**src/rtl/fpu_sqrt_iter_pkg.sv**
```systemverilog
// Shared FPU definitions for the iterative square-root unit.
package fpu_sqrt_iter_pkg;

    typedef enum logic [3:0] {
        sq_idle_st   = 4'd0,
        sq_unpack_st = 4'd1,
        sq_iter_st   = 4'd2,
        sq_round_st  = 4'd3,
        sq_valid_st  = 4'd4
    } e_sqrt_iter_st;

    localparam int unsigned QNAN_MAX_W = 128;

    // Canonical quiet NaN {0, all-ones exponent, 1 followed by zeros}, right-aligned.
    function automatic logic [QNAN_MAX_W-1:0] qnan(input int unsigned exp_w, input int unsigned man_w);
        logic [QNAN_MAX_W-1:0] one;
        one = QNAN_MAX_W'(1);
        return (((one << exp_w) - one) << man_w) | (one << (man_w - 1));
    endfunction

endpackage

```
**src/rtl/fpu_sqrt_iter.sv**
```systemverilog
// Iterative floating-point square root: restoring digit-by-digit, one root bit per cycle,
// round-to-nearest, with denormal flush-to-zero and IEEE special-case handling.
module fpu_sqrt_iter
    import fpu_sqrt_iter_pkg::*;
#(
    parameter int unsigned EXP_W = 8,
    parameter int unsigned MAN_W = 23
) (
    input  logic                   clk,
    input  logic                   arst_n,
    input  logic                   start,
    input  logic [EXP_W+MAN_W:0]   operand,
    output logic                   ready,
    output logic [EXP_W+MAN_W:0]   result,
    output logic                   result_valid,
    input  logic                   result_ack,
    output logic                   invalid
);

    localparam int unsigned W        = 1 + EXP_W + MAN_W;
    localparam int unsigned ROOT_W   = MAN_W + 2;
    localparam int unsigned REM_W    = MAN_W + 4;
    localparam int unsigned RAD_W    = 2 * MAN_W + 4;
    localparam int unsigned CNT_W    = $clog2(MAN_W + 3);
    localparam int unsigned BIAS     = 2 ** (EXP_W - 1) - 1;
    localparam int unsigned LAST_CNT = MAN_W + 1;
    localparam logic [W-1:0] QNAN    = W'(qnan(EXP_W, MAN_W));

    // One restoring step; returns {rem, root}.
    function automatic logic [REM_W+ROOT_W-1:0] sqrt_step(input logic [REM_W-1:0]  rem,
                                                          input logic [ROOT_W-1:0] root,
                                                          input logic [1:0]        bits);
        logic [REM_W:0] shifted;
        logic [REM_W:0] trial;
        logic [REM_W:0] diff;
        shifted = (REM_W+1)'({rem, bits});
        trial   = (REM_W+1)'({root, 2'b01});
        diff    = shifted - trial;
        if (diff[REM_W])
            return {shifted[REM_W-1:0], ROOT_W'({root, 1'b0})};
        return {diff[REM_W-1:0], ROOT_W'({root, 1'b1})};
    endfunction

    e_sqrt_iter_st state_q, state_d;

    logic [W-1:0]      op_q, op_d;
    logic [CNT_W-1:0]  cnt_q, cnt_d;
    logic [ROOT_W-1:0] root_q, root_d;
    logic [REM_W-1:0]  rem_q, rem_d;
    logic [RAD_W-1:0]  rad_q, rad_d;
    logic [EXP_W-1:0]  exp_q, exp_d;
    logic [W-1:0]      result_d;
    logic              invalid_d;

    logic                    op_sign, exp_ones, exp_zero, man_zero, is_special, e_odd;
    logic [EXP_W-1:0]        op_exp;
    logic [MAN_W-1:0]        op_man;
    logic [W-1:0]            spec_result;
    logic                    spec_invalid;
    logic [RAD_W-1:0]        norm_rad;
    logic [EXP_W-1:0]        norm_exp;
    logic [REM_W+ROOT_W-1:0] step;
    logic [MAN_W+1:0]        rnd_sum;
    logic                    rnd_carry;
    logic [MAN_W-1:0]        rnd_man;
    logic [EXP_W-1:0]        rnd_exp;

    assign op_sign    = op_q[W-1];
    assign op_exp     = op_q[W-2:MAN_W];
    assign op_man     = op_q[MAN_W-1:0];
    assign exp_ones   = &op_exp;
    assign exp_zero   = ~|op_exp;
    assign man_zero   = ~|op_man;
    assign is_special = exp_ones | exp_zero | op_sign;

    // Parity of the unbiased exponent; floor((exp - bias)/2) + bias == floor((exp + bias)/2).
    assign e_odd    = op_exp[0] ^ 1'(BIAS);
    assign norm_exp = EXP_W'(({1'b0, op_exp} + (EXP_W+1)'(BIAS)) >> 1);
    assign norm_rad = e_odd ? {1'b1, op_man, {(MAN_W+3){1'b0}}}
                            : {1'b0, 1'b1, op_man, {(MAN_W+2){1'b0}}};

    always_comb begin
        spec_result  = op_q;
        spec_invalid = 1'b0;
        if (exp_ones && !man_zero) begin
            spec_result = QNAN;
        end else if (exp_zero) begin
            spec_result = {op_sign, (W-1)'(0)};
        end else if (op_sign) begin
            spec_result  = QNAN;
            spec_invalid = 1'b1;
        end
    end

    assign step = sqrt_step(rem_q, root_q, rad_q[RAD_W-1 -: 2]);

    // Guard bit decides the round; a carry into the hidden position bumps the exponent.
    assign rnd_sum   = {1'b0, root_q[ROOT_W-1:1]} + (MAN_W+2)'(root_q[0]);
    assign rnd_carry = (rnd_sum[MAN_W+1:MAN_W] == 2'b10);
    assign rnd_man   = rnd_carry ? '0 : rnd_sum[MAN_W-1:0];
    assign rnd_exp   = rnd_carry ? exp_q + EXP_W'(1) : exp_q;

    always_ff @(posedge clk or negedge arst_n) begin
        if (!arst_n) state_q <= sq_idle_st;
        else         state_q <= state_d;
    end

    // Unpack spends one cycle latching the radicand before it branches.
    always_comb begin
        state_d = state_q;
        unique case (state_q)
            sq_idle_st:   if (start) state_d = sq_unpack_st;
            sq_unpack_st: if (cnt_q != '0) state_d = is_special ? sq_valid_st : sq_iter_st;
            sq_iter_st:   if (cnt_q == CNT_W'(LAST_CNT)) state_d = sq_round_st;
            sq_round_st:  state_d = sq_valid_st;
            sq_valid_st:  if (result_ack) state_d = sq_idle_st;
            default:      state_d = sq_idle_st;
        endcase
    end

    // The first root bit is produced on the edge leaving unpack; cnt counts bits produced.
    always_comb begin
        op_d      = op_q;
        cnt_d     = cnt_q;
        root_d    = root_q;
        rem_d     = rem_q;
        rad_d     = rad_q;
        exp_d     = exp_q;
        result_d  = result;
        invalid_d = invalid;
        unique case (state_q)
            sq_idle_st: begin
                if (start) begin
                    op_d  = operand;
                    cnt_d = '0;
                end
            end
            sq_unpack_st: begin
                if (cnt_q == '0) begin
                    rad_d  = norm_rad;
                    exp_d  = norm_exp;
                    rem_d  = '0;
                    root_d = '0;
                    cnt_d  = CNT_W'(1);
                end else if (is_special) begin
                    result_d  = spec_result;
                    invalid_d = spec_invalid;
                end else begin
                    {rem_d, root_d} = step;
                    rad_d           = {rad_q[RAD_W-3:0], 2'b00};
                end
            end
            sq_iter_st: begin
                {rem_d, root_d} = step;
                rad_d           = {rad_q[RAD_W-3:0], 2'b00};
                cnt_d           = cnt_q + CNT_W'(1);
            end
            sq_round_st: begin
                result_d  = {1'b0, rnd_exp, rnd_man};
                invalid_d = 1'b0;
            end
            default: ;
        endcase
    end

    always_ff @(posedge clk or negedge arst_n) begin
        if (!arst_n) begin
            op_q         <= '0;
            cnt_q        <= '0;
            root_q       <= '0;
            rem_q        <= '0;
            rad_q        <= '0;
            exp_q        <= '0;
            result       <= '0;
            invalid      <= 1'b0;
            ready        <= 1'b1;
            result_valid <= 1'b0;
        end else begin
            op_q         <= op_d;
            cnt_q        <= cnt_d;
            root_q       <= root_d;
            rem_q        <= rem_d;
            rad_q        <= rad_d;
            exp_q        <= exp_d;
            result       <= result_d;
            invalid      <= invalid_d;
            ready        <= (state_d == sq_idle_st);
            result_valid <= (state_d == sq_valid_st);
        end
    end

endmodule

```
**config.mk**
```make
export PLATFORM = sky130hd
export DESIGN_NAME = fpu_sqrt_iter
export DESIGN_NICKNAME = d
export VERILOG_FILES = /design/src/rtl/fpu_sqrt_iter_pkg.sv /design/src/rtl/fpu_sqrt_iter.sv
export SDC_FILE = /design/constraint.sdc
export NUM_CORES = 1
export LEC_CHECK = 0
export CORE_MARGIN = 2
export CORE_UTILIZATION = 32
export DETAILED_ROUTE_END_ITERATION = 7
export DONT_BUFFER_PORTS = 1
export MAX_ROUTING_LAYER = met4
export PLACE_DENSITY_LB_ADDON = 0.2
export SYNTH_ARGS = -nofsm -noshare
export SYNTH_HDL_FRONTEND = slang
export SYNTH_SLANG_ARGS = --single-unit
```
**constraint.sdc**
```tcl
create_clock -name clk -period 3.9 [get_ports clk]
set_input_delay 0.78 -clock clk [delete_from_list [all_inputs] [get_ports clk]]
set_output_delay 0.78 -clock clk [all_outputs]
set_load 0.05 [all_outputs]
```
Word-level counts from Yosys, hierarchy flattened
Cells that the tools add are included.

cells by class
  $add $sub $neg = 5
  equal/unequal tests = 12
  mux-type cells = 36
  bitwise logic cells = 2
  reduce and logical (&&, ||, !) cells = 17

operators by type and width
  kind                 number
  $mux 50              3
  $mux 32              4
  $mux 51              2
  $pmux 50 s2          1
  $pmux 32 s2          1
  $mux 26              2
  $pmux 26 s2          1
  $mux 25              2
  $pmux 25 s2          1
  $mux 31              1
  $sub 28x27->28       1
  $add 24x1->25        1
  $mux 23              1
  $reduce_or 23->1     1
  $pmux 4 s5           1
  $mux 4               4
  $pmux 5 s3           1
  $mux 5               2
  $add 8x7->9 const B  1
  $add 8x1->8 const B  1
  $eq 4x2->1 const B   2
  $eq 4x3->1 const B   2
  $logic_not 4->1      2
  $mux 8               1
  other kinds (20)     33

word-level totals
  register bits after elaboration = 185
  bits of input ports = 36
  output and inout port bits = 35
  logic and storage cells = 83

Logic depth before layout (Yosys ltp)
Gate-level depths: netlist of run 1.

  depth in word-level cells = 8
  depth in mapped cells = 13
  mapped depth without buffers = 10

Worst setup path after synthesis of run 1
OpenSTA, ideal clock, no wires.

  path kind = reg2reg
  from = reg root_q[11]
  to = reg rem_q[14]
  setup time = 0.104 ns
  arrival time = 2.817 ns
  data required time = 3.796 ns
  path slack = 0.979 ns
  stages on the path, launching flop included = 14
  path buffers = 3
  path through = dfrtp_1 > buf_2 > inv_1 > ha_1 > buf_6 > o21a_1 > o21ai_0 > nor3_1 > o211a_1 > a2111oi_4 > nor4_2 > buf_6 > or4_1 > o311ai_1

on the way
  word-level cells in the longest chain between the ends = 6

RTL lines
  what                    line                  text
  from (decl)             fpu_sqrt_iter.sv:48   logic [ROOT_W-1:0] root_q, root_d;
  from (signal assigned)  fpu_sqrt_iter.sv:181  root_q <= root_d;
  $sub 28x27->28 *        fpu_sqrt_iter.sv:38   diff = shifted - trial;
  $mux 1                  fpu_sqrt_iter.sv:39   if (diff[REM_W])
  $mux 51 *               fpu_sqrt_iter.sv:41   return {diff[REM_W-1:0], ROOT_W'({root, 1'b1})};
  $mux 26                 fpu_sqrt_iter.sv:145  end else if (is_special) begin
  $mux 26                 fpu_sqrt_iter.sv:139  if (cnt_q == '0) begin
  $pmux 26 s2 *           fpu_sqrt_iter.sv:131  unique case (state_q)
  to (signal assigned)    fpu_sqrt_iter.sv:182  rem_q <= rem_d;
  to (decl)               fpu_sqrt_iter.sv:49   logic [REM_W-1:0] rem_q, rem_d;

Every way passes the cells marked *; elsewhere a longest branch is shown, timed or not. The select of a mux whose other input is x is not followed.
A chain may end at the register's enable or synchronous reset.

Worst setup path in the final report of run 1
  from = reg root_q[10]
  to = reg rem_q[9]

on the way
  word-level cells in the longest chain between the ends = 6

RTL lines
  what              line
  $sub 28x27->28 *  fpu_sqrt_iter.sv:38
  $mux 1 *          fpu_sqrt_iter.sv:39
  $mux 51 *         fpu_sqrt_iter.sv:41
  $mux 26           fpu_sqrt_iter.sv:145
  $mux 26           fpu_sqrt_iter.sv:139
  $pmux 26 s2 *     fpu_sqrt_iter.sv:131

Marked as above.

==> impl.org, run 1 <==
** Worst setup path
- Traced cell by cell, the critical path runs through inv_1, ha_1, o21ai_1, nor4b_1, nor3_1, o211a_1, a2111oi_4, o211a_1, nor3_4, buf_4, a221o_1.
- The critical path contains buffers and inverters numbering 2 combined.
- Setup slack, reg-to-reg :: 0.41 ns
- In this design, the critical path's most frequently occurring cell is sky130_fd_sc_hd__o211a_1.
- The largest individual stage delay along the critical path comes from the cell sky130_fd_sc_hd__o211a_1.
- Top fanout value on the critical path :: 13
- Delay of the slowest cell on the worst path :: 0.54 ns
- Crit start category :: flop
- Cell type group with the largest total delay on the critical path :: compound AO/OA/AOI/OAI gates
- The startpoint identified for the worst register-to-register timing path is root_q[10].
- The number of cells on the worst reg-to-reg path is 11.
- Required time reported for the critical path endpoint :: 4.21 ns
- Endpoint of the most critical register-to-register path :: rem_q[9]
- Setup crit end kind :: flop
- Worst EP arrival :: 3.80 ns
- The critical path is of the reg -> reg type.
- Tracing the worst setup path back leads to its startpoint at root_q[10].

** Clock tree
- Setup bufs post-CTS :: 0
- Total number of clock tree sinks :: 160
- Clock input transition at the sequential cells of the worst setup and hold paths :: ~0.07 ns
- CTS built an H-tree with a depth of 4.
- TritonCTS clock tree :: yes
- Clock latency on the worst-skew pair :: roughly 0.43 ns
- Inserted Clock Buffers :: 17
- In this run the deepest clock path goes through 2 buffers.
- The tree is rooted in a sky130_fd_sc_hd__clkbuf_16.

** Drt
- In the routed design, unresolved DRC markers number 0.
- The routed layout has 7295 vias.
- Detail-routed via count per cell :: slightly above 5
- Wire segments on met2 add up to 10800 microns in the final route.
- The detail route stage leaves a number of antenna-violating nets equal to 0.
- The pre-antenna-repair detailed-routing pass consisted of 5 iterations.
- In the final routed layout, each cell accounts on average for between 15 and 20 microns.
- Wire segments on met3 add up to ~930 microns in the final route.
- The first routing iteration left ~450 violations.
- The highest metal layer carrying signal wires in the routed design is met4.
- Met1 routed wirelength after detailed routing :: roughly 12000 microns
- The routed design has 24200 microns of wire.

** Yosys
- Multiplexer share of the synthesized area :: 6.27%
- Post-Synthesis Cells :: 1033
- Cell type with the highest aggregate area in the netlist :: sky130_fd_sc_hd__dfrtp_1
- Of the total synthesized cell area, the portion taken by full adders, half adders and majority gates is 4.60%.
- Simple-gate share of the synthesized area :: a little under a fifth
- Main combinational cell family by area after synthesis :: simple AND/OR/NAND/NOR gates
- Count of unique library cells instantiated by Yosys :: 65
- Counting flops with a built-in enable in the synthesized netlist gives 0.
- Total of warnings raised by yosys :: 0
- Fraction of registers with async set or reset after synthesis :: 100%
- Of the total synthesized cell area, the portion taken by XOR and XNOR cells is 5.30%.
- Most common flop cell mapped by yosys :: sky130_fd_sc_hd__dfrtp_1
- Summing every instance area after synthesis gives 0.00926 sq mm.
- Synthesized area divided by synthesized cell count :: 8.96 sq um
- Register area share after synthesis :: 43.3%
- After synthesis, the largest area contributor takes up 43.0% of total cell area.
- Area fraction in compound gates after synthesis :: 17.6%
- Cell types with the largest area share after synthesis :: sky130_fd_sc_hd__dfrtp_1, sky130_fd_sc_hd__nand2_1, sky130_fd_sc_hd__o21ai_0
- When the netlist entered floorplanning its net count stood at between 1000 and 1500.
- Flip-flop and latch count after synthesis :: 160

** Die
- Die W :: 174 microns
- The core region is 0.0286 sq mm.
- Ports :: 71
- Die Height :: 174 microns
- The die covers 0.0303 sq mm.
- Placement row count :: 62
- Once the floorplan was initialized, standard cells occupied 32.3% of the core.

** Timing
- Final period utilization :: about nine tenths
- Final setup violation count :: 0
- Setup repair after global routing missed its margin :: false
- Setup total negative slack :: 0 ns
- The clock arrives with 0.00996 ns of skew.
- The worst path needs 3.49 ns of the cycle, external delays included.
- Max Clk Rate :: roughly 290 MHz
- The number of pins with negative max-slew slack in the final report is 0.
- Count of final hold-check violations :: 0
- Tightest slew margin relative to the limit :: 25.5%
- At the pin with the least slew margin, the transition time is around 1.1 ns.

** Hold path
- The path class of the tightest hold or removal check is in -> async.

** Power
- The analysis attributes to cell leakage a power of 4.33 nW.
- IR analysis of the VDD net gives a maximum drop of 0.350 mV.
- Pwr per Cell Area :: roughly 870 mW/mm^2

** GRT
- Number of antenna violations at the first check in global routing :: 0
- Total grt overflow :: 0
- Vias in the first global route :: 7219
- Global-route wire length before repair :: between 40000 and 50000 microns
- Total global-route track usage :: 17.0%
- Entering global routing, the biggest net connects 161 pins.

** Final layout
- The number of antenna diodes in the final layout is 0.
- Fin cells :: 1406
- The area growth from synthesis to layout is 10.9%.
- Proportion of layout cells with a drive suffix above 1 :: 9.20%
- After the last flow step, the layout net total stands at between 1000 and 1500.

** Flow run
- Maximum Capacitance Violations :: 0

** Placed design
- The HPWL after detailed placement is 17000 microns.
- Routability-driven placement finished with a final weighted congestion of 0.847.
- Cell Count Post-Placement :: 1374
- The count of buffers added on input and output ports is 0.

** Outcome
- The run finished with clean final reports.
[cell type report]
type,instances,area [sq um]
multi-input combinational,770,4850
sequential,160,4010
fill,2957,18400
inverter,44,165
tap,384,480
clock buffer,17,425
clock inverter,15,201
timing repair buffer,16,145
[layer usage]
layer  track usage [%]  vias to the layer above
li1                  -                     3615
met1              24.1                     3511
met2              25.4                      152
met3              2.60                       17
met4              4.48                        0
met5                 -                        -
[synthesized netlist by cell type, types with 4 or more instances]
master,count
sky130_fd_sc_hd__dfrtp_1,159
sky130_fd_sc_hd__ha_1,34
sky130_fd_sc_hd__nand4_1,15
sky130_fd_sc_hd__nand2_1,190
sky130_fd_sc_hd__o311ai_1,11
sky130_fd_sc_hd__o311ai_0,6
sky130_fd_sc_hd__and2_1,8
sky130_fd_sc_hd__a21o_1,10
sky130_fd_sc_hd__o21ai_0,105
sky130_fd_sc_hd__o22ai_1,5
sky130_fd_sc_hd__mux2i_1,22
sky130_fd_sc_hd__nand3_1,21
sky130_fd_sc_hd__buf_2,6
sky130_fd_sc_hd__nor4_1,8
sky130_fd_sc_hd__buf_6,4
sky130_fd_sc_hd__nand2b_1,9
sky130_fd_sc_hd__o31ai_1,7
sky130_fd_sc_hd__o211ai_1,10
sky130_fd_sc_hd__a221oi_1,4
sky130_fd_sc_hd__a21oi_1,45
sky130_fd_sc_hd__nor2_1,63
sky130_fd_sc_hd__clkbuf_1,45
sky130_fd_sc_hd__xnor2_1,44
sky130_fd_sc_hd__a311oi_1,7
sky130_fd_sc_hd__and3_1,12
sky130_fd_sc_hd__inv_1,44
sky130_fd_sc_hd__nor3_1,14
sky130_fd_sc_hd__o21ai_1,5
sky130_fd_sc_hd__buf_1,4
sky130_fd_sc_hd__mux2_2,32
sky130_fd_sc_hd__a221o_1,6
sky130_fd_sc_hd__xor2_1,12
sky130_fd_sc_hd__or4_1,12
[flip-flops by register name, indices dropped and copies added (netlist names)]
| register | count |
|---|---|
| rad_q | 25 |
| result | 32 |
| rem_q | 26 |
| op_q | 32 |
| root_q | 25 |
| ready | 1 |
| exp_q | 8 |
| cnt_q | 5 |
| invalid | 1 |
| state_q | 4 |
| result_valid | 1 |
[repair_timing]
item | CTS | global route
hold buffers | 0 | 0
resized for setup | 0 | 1
endpoints found under the hold margin | 0 | 0
endpoints found under the setup margin | 0 | 23
[power by group]
part / switching [W] / leakage [nW] / internal (W) / total [W]
Sequential: 0.000680 / 2.08 / 0.00211 / 0.00279
Combinational: 0.00257 / 1.95 / 0.00177 / 0.00433
Clock: 0.000781 / 0.301 / 0.00103 / 0.00181
Total: 0.00403 / 4.33 / 0.00491 / 0.00894
[logic make-up after synthesis]
family,after synthesis
compound gates,254
xor+xnor,56
fa+ha+maj,34
buf+inv,103
flops,160
mux,54
other cells,1
simple gates,371
[worst max path at each step]
| stage | to | slack (ns) | cells past startpoint |
|---|---|---|---|
| global placement | rem_q[9] | 0.20 | 12 |
| detailed placement | rem_q[9] | 0.08 | 12 |
| CTS | rem_q[9] | 0.07 | 12 |
| finish | rem_q[9] | 0.41 | 11 |
| global route | rem_q[9] | 0.11 | 12 |
| floorplan | rem_q[14] | 0.98 | 13 |
[cell usage in the layout, fill, tap and decap left out, types with 12 or more instances in the layout]
cell type	netlist	layout
sky130_fd_sc_hd__dfrtp_1	159	159
sky130_fd_sc_hd__inv_1	44	44
sky130_fd_sc_hd__nand3_1	21	21
sky130_fd_sc_hd__nor3_1	14	14
sky130_fd_sc_hd__nor2_1	63	63
sky130_fd_sc_hd__nand2_1	190	189
sky130_fd_sc_hd__nand4_1	15	15
sky130_fd_sc_hd__o21ai_0	105	105
sky130_fd_sc_hd__clkbuf_16	0	17
sky130_fd_sc_hd__mux2i_1	22	22
sky130_fd_sc_hd__or4_1	12	12
sky130_fd_sc_hd__mux2_2	32	32
sky130_fd_sc_hd__xor2_1	12	12
sky130_fd_sc_hd__xnor2_1	44	44
sky130_fd_sc_hd__a21oi_1	45	45
sky130_fd_sc_hd__and3_1	12	12
sky130_fd_sc_hd__ha_1	34	34
sky130_fd_sc_hd__buf_4	0	14
[worst register-to-register path, cell delays in order (launching register included)]
cell	delay (ns)
sky130_fd_sc_hd__dfrtp_1	0.43
sky130_fd_sc_hd__inv_1	0.10
sky130_fd_sc_hd__ha_1	0.38
sky130_fd_sc_hd__o21ai_1	0.10
sky130_fd_sc_hd__nor4b_1	0.35
sky130_fd_sc_hd__nor3_1	0.12
sky130_fd_sc_hd__o211a_1	0.28
sky130_fd_sc_hd__a2111oi_4	0.46
sky130_fd_sc_hd__o211a_1	0.54
sky130_fd_sc_hd__nor3_4	0.08
sky130_fd_sc_hd__buf_4	0.20
sky130_fd_sc_hd__a221o_1	0.32
[metrics by stage]
stage,instance area (sq um),setup slack [ns],hold slack (ns),total power [W],util (%)
floorplan,9260,0.979,0.449,0.00605,-
global placement,9630,0.201,0.462,0.00766,33.7
detailed placement,9630,0.0804,0.469,0.00769,33.7
CTS,10300,0.0669,0.0286,0.00954,35.8
global route,10300,0.111,0.0170,0.00964,35.9
finish,10300,0.407,0.0432,0.00894,35.9
(Power assumes the default switching activity.)
==> run 2: changes to the inputs <==
Settings changed: CORE_UTILIZATION 32 to 50.
==> run 2 against run 1 <==
  * The flow now finishes with violations (design-rule violations)
  * Highest routed layer unchanged
  * Register-to-register slack improved by 0.19 ns
  * Global-route usage rose by 6.6 points
  * Count of clock-buffer cells in the layout rose by 2
  * Power fell by 3.0%
  * Routed wire length fell by 11%
==> impl.org, run 2 (synthesis gave the netlist of run 1 again) <==
** Timing
- Max Clk Rate :: 302 MHz (+5.6%)
- Final period utilization :: 84.8% (-4.8 points)
- The number of pins with negative max-slew slack in the final report came to 0 (unchanged).
- Final setup skew :: 0.00813 ns (-0.00183 ns)
- Worst-Margin Slew :: 1.07 ns (-0.0466 ns)
- Tightest slew margin relative to the limit :: 28.6% (+3.1 points)
- Setup repair after global routing left no endpoint under its margin.
- Minimum period implied by the final worst setup slack :: 3.31 ns (-0.186 ns)
- Setup total negative slack :: 0 ns (unchanged)
- Final setup violation count :: 0 (unchanged)
- Count of final hold-check violations :: 0 (unchanged)

** Worst setup path
- The worst reg-to-reg path cell count was 11 (unchanged).
- STA classifies the critical path endpoint as a flop.
- Crit start category :: flop
- Required time reported for the critical path endpoint :: 4.24 ns (+0.03 ns)
- The worst path arrival time came to 3.65 ns (-0.15 ns).
- The maximum net fanout on the critical path came to 20 (+7).
- Class of the most critical setup path :: reg -> reg

** Power
- The power share of the combinational group was 48.1% (-0.4 points).
- Switching power as a share of total power :: 44.4% (-0.72 points)
- Peak supply drop :: 0.444 mV (+27%)
- Cell internal power dissipation :: 0.00483 W (-1.7%)
- Fraction of power consumed by sequential logic :: 32.2% (+1.0 points)
- The total leakage power was 4.28 nW (-1.4%).
- Total net switching power :: 0.00385 W (-4.5%)
- Proportion of power drawn by the clock network :: 19.7% (-0.6 points)
- Power Total :: 0.00867 W (-3.0%)
- The total power divided by cell area came to 870 mW/mm^2 (about the same).

** Final layout
- The number of antenna diodes is 0 (unchanged).
- Commonest non-fill, non-tap cell in the layout :: sky130_fd_sc_hd__nand2_1
- The final design instance area without fill is 0.00996 sq mm (-3.0%).
- Top Registers :: op_q x32, result x32, rem_q x26
- Proportion of layout cells with a drive suffix above 1 :: 8.37% (-0.82 points)
- The total number of nets in the final design came to 1072 (-0.65%).
- Compared with the post-synthesis result, the final layout area differs by 7.64%.
- Top library cells by usage in the layout, fill and taps aside :: sky130_fd_sc_hd__nand2_1, sky130_fd_sc_hd__dfrtp_1, sky130_fd_sc_hd__o21ai_0
- Filler instances :: 1660 (-44%)

** Drt
- The remaining antenna violation count after routing was 0 (unchanged).
- Detail-routed via count per cell :: 5.85 (+13%)
- The per-cell routed wire length was 17.3 microns (+0.33%).
- The detailed-route via count came to 7273 (-0.30%).
- The total wire length after detailed routing came to 21500 microns (-11%).
- The total iterations of the first detailed-routing run is 7 (+2).
- The first-iteration detailed-routing DRC count is 659 (+48%).
- The detailed-route DRC error count is 3 (+3).

** GRT
- The maximum number of pins on one net before global-route repair is 161 (unchanged).
- The number of antenna violations at the first check in global routing was 0 (unchanged).
- The residual overflow from global routing was 0 (unchanged).
- Global-route wire length before repair :: 35900 microns (-11%)
- The via count of the first global-routing pass is 6938 (-3.9%).
- Total global-route track usage :: 23.6% (+6.6 points)

** Clock tree
- Total number of clock tree sinks :: 160 (unchanged)
- Maximum level of the CTS H-tree :: 4 (unchanged)
- The root buffer cell chosen for the clock tree is sky130_fd_sc_hd__clkbuf_16.
- Inserted Clock Buffers :: 17 (unchanged)
- TritonCTS built the clock tree.
- CTS Buffer Depth :: 2 (unchanged)
- The insertion delay of the later-clocked pin in the worst-skew pair was 0.43 ns (about the same).
- The clock slew at the register clock pins of the worst setup and hold paths is 0.07 ns (about the same).
- The total setup buffers inserted after CTS was 0 (unchanged).

** Hold path
- In this run the worst hold path is classified as in -> async.

** Outcome
- Status :: complete, but fails checks
- The checks that failed: design-rule violations.

** Die
- The starting utilization of the core area was 51.2% (+19 points).
- The area of the die was 0.0196 sq mm (-35%).
- The count of pins on the block boundary came to 71 (unchanged).
- Die Height :: 140 microns (-20%)
- Placement row count :: 49 (-21%)
- Placeable core region :: 0.0181 sq mm (-37%)
- The die width is 140 microns (-20%).

** Flow run
- The number of maximum-capacitance violations was 0 (unchanged).

** Placed design
- The standard cell area after detailed placement was 0.00936 sq mm (-2.8%).
- The estimated wirelength of the detail-placed design is 15000 microns (-12%).
- IO Port Bufs :: 0 (unchanged)
- Placer congestion estimate :: 0.889 (+5.0%)
-- run 2: stage by stage --
stage | setup WS (ns) | cells | hold WS (ns) | utilization, %
2_1_floorplan | 0.979 | 1033 | 0.449 | -
6_report | 0.592 | 1244 | 0.0412 | 55.1
3_5_place_dp | 0.346 | 1212 | 0.466 | 51.8
3_3_place_gp | 0.430 | 1212 | 0.460 | 51.8
4_1_cts | 0.329 | 1244 | 0.0247 | 55.0
5_1_grt | 0.297 | 1244 | 0.0101 | 55.1
-- run 2: power groups by stage --
stage | combinational [W] | sequential [W] | clock, W
CTS | 0.00460 | 0.00283 | 0.00174
global route | 0.00467 | 0.00286 | 0.00181
detailed placement | 0.00457 | 0.00285 | 0
finish | 0.00417 | 0.00280 | 0.00171
global placement | 0.00403 | 0.00281 | 0
floorplan | 0.00342 | 0.00264 | 0
-- run 2: final cells by class --
class / count / area [sq um] / share of cell area, %
Multi-Input combinational cell: 770 / 4850 / 48.6
Sequential cell: 160 / 4010 / 40.2
Clock buffer: 19 / 433 / 4.35
Tap cell: 229 / 287 / 2.88
Inverter: 44 / 165 / 1.66
Clock inverter: 13 / 160 / 1.61
Timing Repair Buffer: 9 / 67.6 / 0.678
-- run 2: critical path: stages (launching register included) --
cell,delay [ns]
sky130_fd_sc_hd__dfrtp_1,0.43
sky130_fd_sc_hd__inv_1,0.10
sky130_fd_sc_hd__ha_1,0.38
sky130_fd_sc_hd__a21o_1,0.21
sky130_fd_sc_hd__a31oi_1,0.22
sky130_fd_sc_hd__and2b_1,0.17
sky130_fd_sc_hd__o211ai_2,0.13
sky130_fd_sc_hd__a2111oi_4,0.53
sky130_fd_sc_hd__o211a_1,0.32
sky130_fd_sc_hd__buf_4,0.26
sky130_fd_sc_hd__o31ai_1,0.19
sky130_fd_sc_hd__o221ai_1,0.28
-- run 2: worst paths after layout --
check / start / end / slack (ns)
worst max-delay path: root_q[10] / rem_q[21] / 0.59
worst min-delay path: arst_n / exp_q[5] / 0.04
worst max register to register: root_q[10] / rem_q[21] / 0.59
worst min register to register: rad_q[25] / rad_q[25] / 0.48
max in group asynchronous: arst_n / ready / 3.57
min in group clk: rad_q[25] / rad_q[25] / 0.48
-- run 2: metal layers --
metal / vias to the layer above / wire, microns / global-route usage [%]
met5: - / 0 / -
met4: 0 / 426 / 7.02
met3: 32 / 930 / 5.30
met2: 155 / 10100 / 36.2
met1: 3488 / 10000 / 31.6
li1: 3598 / - / -
-- run 2: timing repair --
| item | 4_1_cts | 5_1_grt |
|---|---|---|
| resized for setup | 0 | 1 |
| hold buffers | 0 | 0 |
| setup endpoints to repair | 0 | 2 |
==> run 3: changes to the inputs <==
Clock period 3.9 ns to 2.9 ns, I/O delays scaled along.
==> run 3 against run 2 <==
  * The flow finishes with violations (design-rule violations, negative hold slack, negative setup slack)
  * Via count up 9.1%
  * Highest routed layer unchanged
  * First-iteration DRC count shrank 21%
  * Core utilization up 7.6 points
  * Cell area grew 14%
  * Routed wire length is 11% higher
  * Global-route usage is 2.0 points higher
  * Cell count rose by 11%
==> impl.org, run 3 (synthesis gave the netlist of run 1 again) <==
** Final layout
- Top library cells by usage in the layout, fill and taps aside :: sky130_fd_sc_hd__nand2_1, sky130_fd_sc_hd__dfrtp_1, sky130_fd_sc_hd__buf_4
- Final cell utilization of the core :: 62.7% (+7.6 points)
- Design Area, Final :: 0.0113 sq mm (+14%)
- Top Registers :: op_q x32, result x32, rem_q x26
- Diodes inserted :: 0 (unchanged)
- The area taken by multi-input logic gates came to 0.00514 sq mm (+6.0%).
- The total number of nets in the final design is 1216 (+13%).
- The storage element area came to 0.00401 sq mm (unchanged).
- Filler instances :: 1514 (-8.8%)
- From synthesis to final layout, the design area changed by 22.6%.
- Commonest non-fill, non-tap cell in the layout :: sky130_fd_sc_hd__nand2_1
- Proportion of layout cells with a drive suffix above 1 :: 23.2% (+15 points)

** GRT
- Vias in the first global route :: 7662 (+10%)
- Global-route wire length before repair :: 38900 microns (+8.3%)
- The residual overflow from global routing was 0 (unchanged).
- Largest net degree at the start of global routing :: 161 (unchanged)
- Number of antenna violations at the first check in global routing :: 0 (unchanged)
- The global routing usage summed across all routing layers was 25.6% (+2.0 points).

** Hold path
- Worst hold path class :: in -> async

** Timing
- The time the worst path needs with I/O delays and setup is 2.92 ns (-0.386 ns).
- Max-slew violations :: 0 (unchanged)
- The transition time at the pin with the least slew margin came to 0.765 ns (-0.304 ns).
- Max Clk Rate :: 342 MHz (+13%)
- Setup repair after global routing missed its margin :: true
- Min setup slack post-route :: -0.0213 ns (-0.614 ns)
- The final hold violation count came to 159 (+159).
- Tightest slew margin relative to the limit :: 48.5% (+20 points)
- Final period utilization :: 101% (+16 points)
- The total setup violations reported at the end of the flow is 1 (+1).
- Worst Hold Margin :: -0.163 ns (-0.204 ns)
- The final clock skew is 0.0133 ns (+0.00520 ns).

** Worst setup path
- STA classifies the critical path endpoint as a flop.
- Top fanout value on the critical path :: 8 (-60%)
- The critical path is of the reg -> reg type.
- The worst path arrival time came to 3.22 ns (-0.43 ns).
- Crit start category :: flop
- The critical path required time is 3.20 ns (-1.04 ns).

** Placed design
- The global placement routability congestion came to 0.931 (+4.7%).
- Placement Cell Area :: 0.0103 sq mm (+10%)
- The worst setup timing slack at the placement stage was -0.215 ns (-0.561 ns).
- The total of buffers placed on input and output ports is 0 (unchanged).
- Post-DP HPWL :: 16800 microns (+12%)

** Clock tree
- Clock input transition at the sequential cells of the worst setup and hold paths :: 0.07 ns (about the same)
- Inserted Clock Buffers :: 17 (unchanged)
- Clock latency on the worst-skew pair :: 0.44 ns (about the same)
- The number of levels the H-tree was split into was 4 (unchanged).
- The maximum buffer depth of the clock tree was 2 (unchanged).
- TritonCTS clock tree :: yes
- Clock tree synthesis selected as its root buffer the cell sky130_fd_sc_hd__clkbuf_16.
- The TritonCTS sink count is 160 (unchanged).

** Power
- Proportion of power drawn by the clock network :: 16.6% (-3.1 points)
- The power share of the combinational group was 56.0% (+7.9 points).
- The overall power is 0.0136 W (+57%).
- The total power divided by cell area came to 1200 mW/mm^2 (+38%).
- The internal power component is 0.00777 W (+61%).
- The fraction of power spent switching nets came to 42.8% (-1.6 points).
- The net switching power came to 0.00582 W (+51%).
- Fraction of power consumed by sequential logic :: 27.4% (-4.8 points)
- Static Leakage :: 5.01 nW (+17%)
- Peak supply drop :: 0.823 mV (+85%)

** Die
- The height of the die was 140 microns (unchanged).
- Die W :: 140 microns (unchanged)
- Initial Util :: 51.2% (unchanged)
- Placeable core region :: 0.0181 sq mm (unchanged)
- The count of pins on the block boundary came to 71 (unchanged).
- The count of standard-cell rows is 49 (unchanged).
- The area of the die was 0.0196 sq mm (unchanged).

** Drt
- Detail-routed via count per cell :: 5.72 (-2.2%)
- The total wire length after detailed routing came to 23800 microns (+11%).
- Via Count :: 7933 (+9.1%)
- The first-iteration detailed-routing DRC count is 520 (-21%).
- The detailed-route DRC error count was 6 (+3).
- The total iterations of the first detailed-routing run came to 7 (unchanged).
- The remaining antenna violation count after routing was 0 (unchanged).
- The per-cell routed wire length is 17.2 microns (-0.43%).

** Outcome
- The checks that failed: design-rule violations, negative hold slack, negative setup slack.
- The run finished, with violations left.

** Flow run
- The number of maximum-capacitance violations was 0 (unchanged).
## run 3: cell types whose count changed in the layout (fill, tap and decap cells not counted), sizes merged
cell | previous run | this run
buf | 9 | 152
clkbuf | 19 | 22
clkinv | 6 | 3
clkinvlp | 2 | 4
inv | 46 | 44
bufinv | 3 | 2
nor4 | 10 | 11
## run 3: stage by stage
step	TNS, ns	instances	hold slack [ns]
after floorplan	0	1033	0.284
after CTS	0	1378	-0.174
after global routing	-1.11	1387	-0.182
after detailed placement	-3.37	1339	0.288
final	-0.0213	1387	-0.163
after global placement	-1.38	1339	0.288
## run 3: final timing paths
check / start / end / slack, ns / cells past startpoint
max: root_q[13] / rem_q[13] / -0.02 / 12
min: arst_n / exp_q[7] / -0.16 / 0
max reg2reg: root_q[13] / rem_q[13] / -0.02 / 12
min reg2reg: rad_q[47] / rad_q[47] / 0.48 / 2
max in group asynchronous: arst_n / ready / 2.77 / 0
min in group clk: operand[11] / op_q[11] / 0.29 / 1
## run 3: worst max-delay path: stages, from the launching register on
cell	delay, ns
sky130_fd_sc_hd__dfrtp_1	0.35
sky130_fd_sc_hd__inv_1	0.09
sky130_fd_sc_hd__ha_1	0.24
sky130_fd_sc_hd__a21oi_1	0.21
sky130_fd_sc_hd__o21ai_2	0.10
sky130_fd_sc_hd__buf_4	0.14
sky130_fd_sc_hd__o211a_1	0.26
sky130_fd_sc_hd__a2111oi_4	0.40
sky130_fd_sc_hd__buf_4	0.21
sky130_fd_sc_hd__nor4_4	0.07
sky130_fd_sc_hd__buf_4	0.21
sky130_fd_sc_hd__o311ai_1	0.36
sky130_fd_sc_hd__o211ai_1	0.15
## run 3: power groups by stage
| stage | registers, W | clock network (W) | logic, W |
|---|---|---|---|
| detailed placement | 0.00376 | 0 | 0.00754 |
| finish | 0.00373 | 0.00225 | 0.00762 |
| floorplan | 0.00355 | 0 | 0.00462 |
| CTS | 0.00371 | 0.00228 | 0.00720 |
| global placement | 0.00375 | 0 | 0.00748 |
| global route | 0.00381 | 0.00237 | 0.00832 |
## run 3: area by class of cell
class,instances,share of cell area [%]
inverter,44,1.46
timing repair buffer,152,10.3
clock buffer,22,4.18
tap,229,2.53
multi-input combinational,771,45.3
sequential,160,35.3
clock inverter,9,0.959
## run 3: per-layer routing
layer | global-route usage, % | wire [microns] | vias to the layer above
met1 | 33.8 | 11100 | 3821
li1 | - | - | 3890
met5 | - | 0 | -
met4 | 8.40 | 518 | 0
met2 | 40.5 | 11300 | 194
met3 | 4.38 | 977 | 28
## run 3: repair_timing
item | CTS | global route
hold endpoints to repair | 159 | 159
endpoints found under the setup margin | 27 | 26
gates resized for setup | 29 | 27
cloned | 1 | 0
pin swaps | 12 | 17
setup buffers | 7 | 10
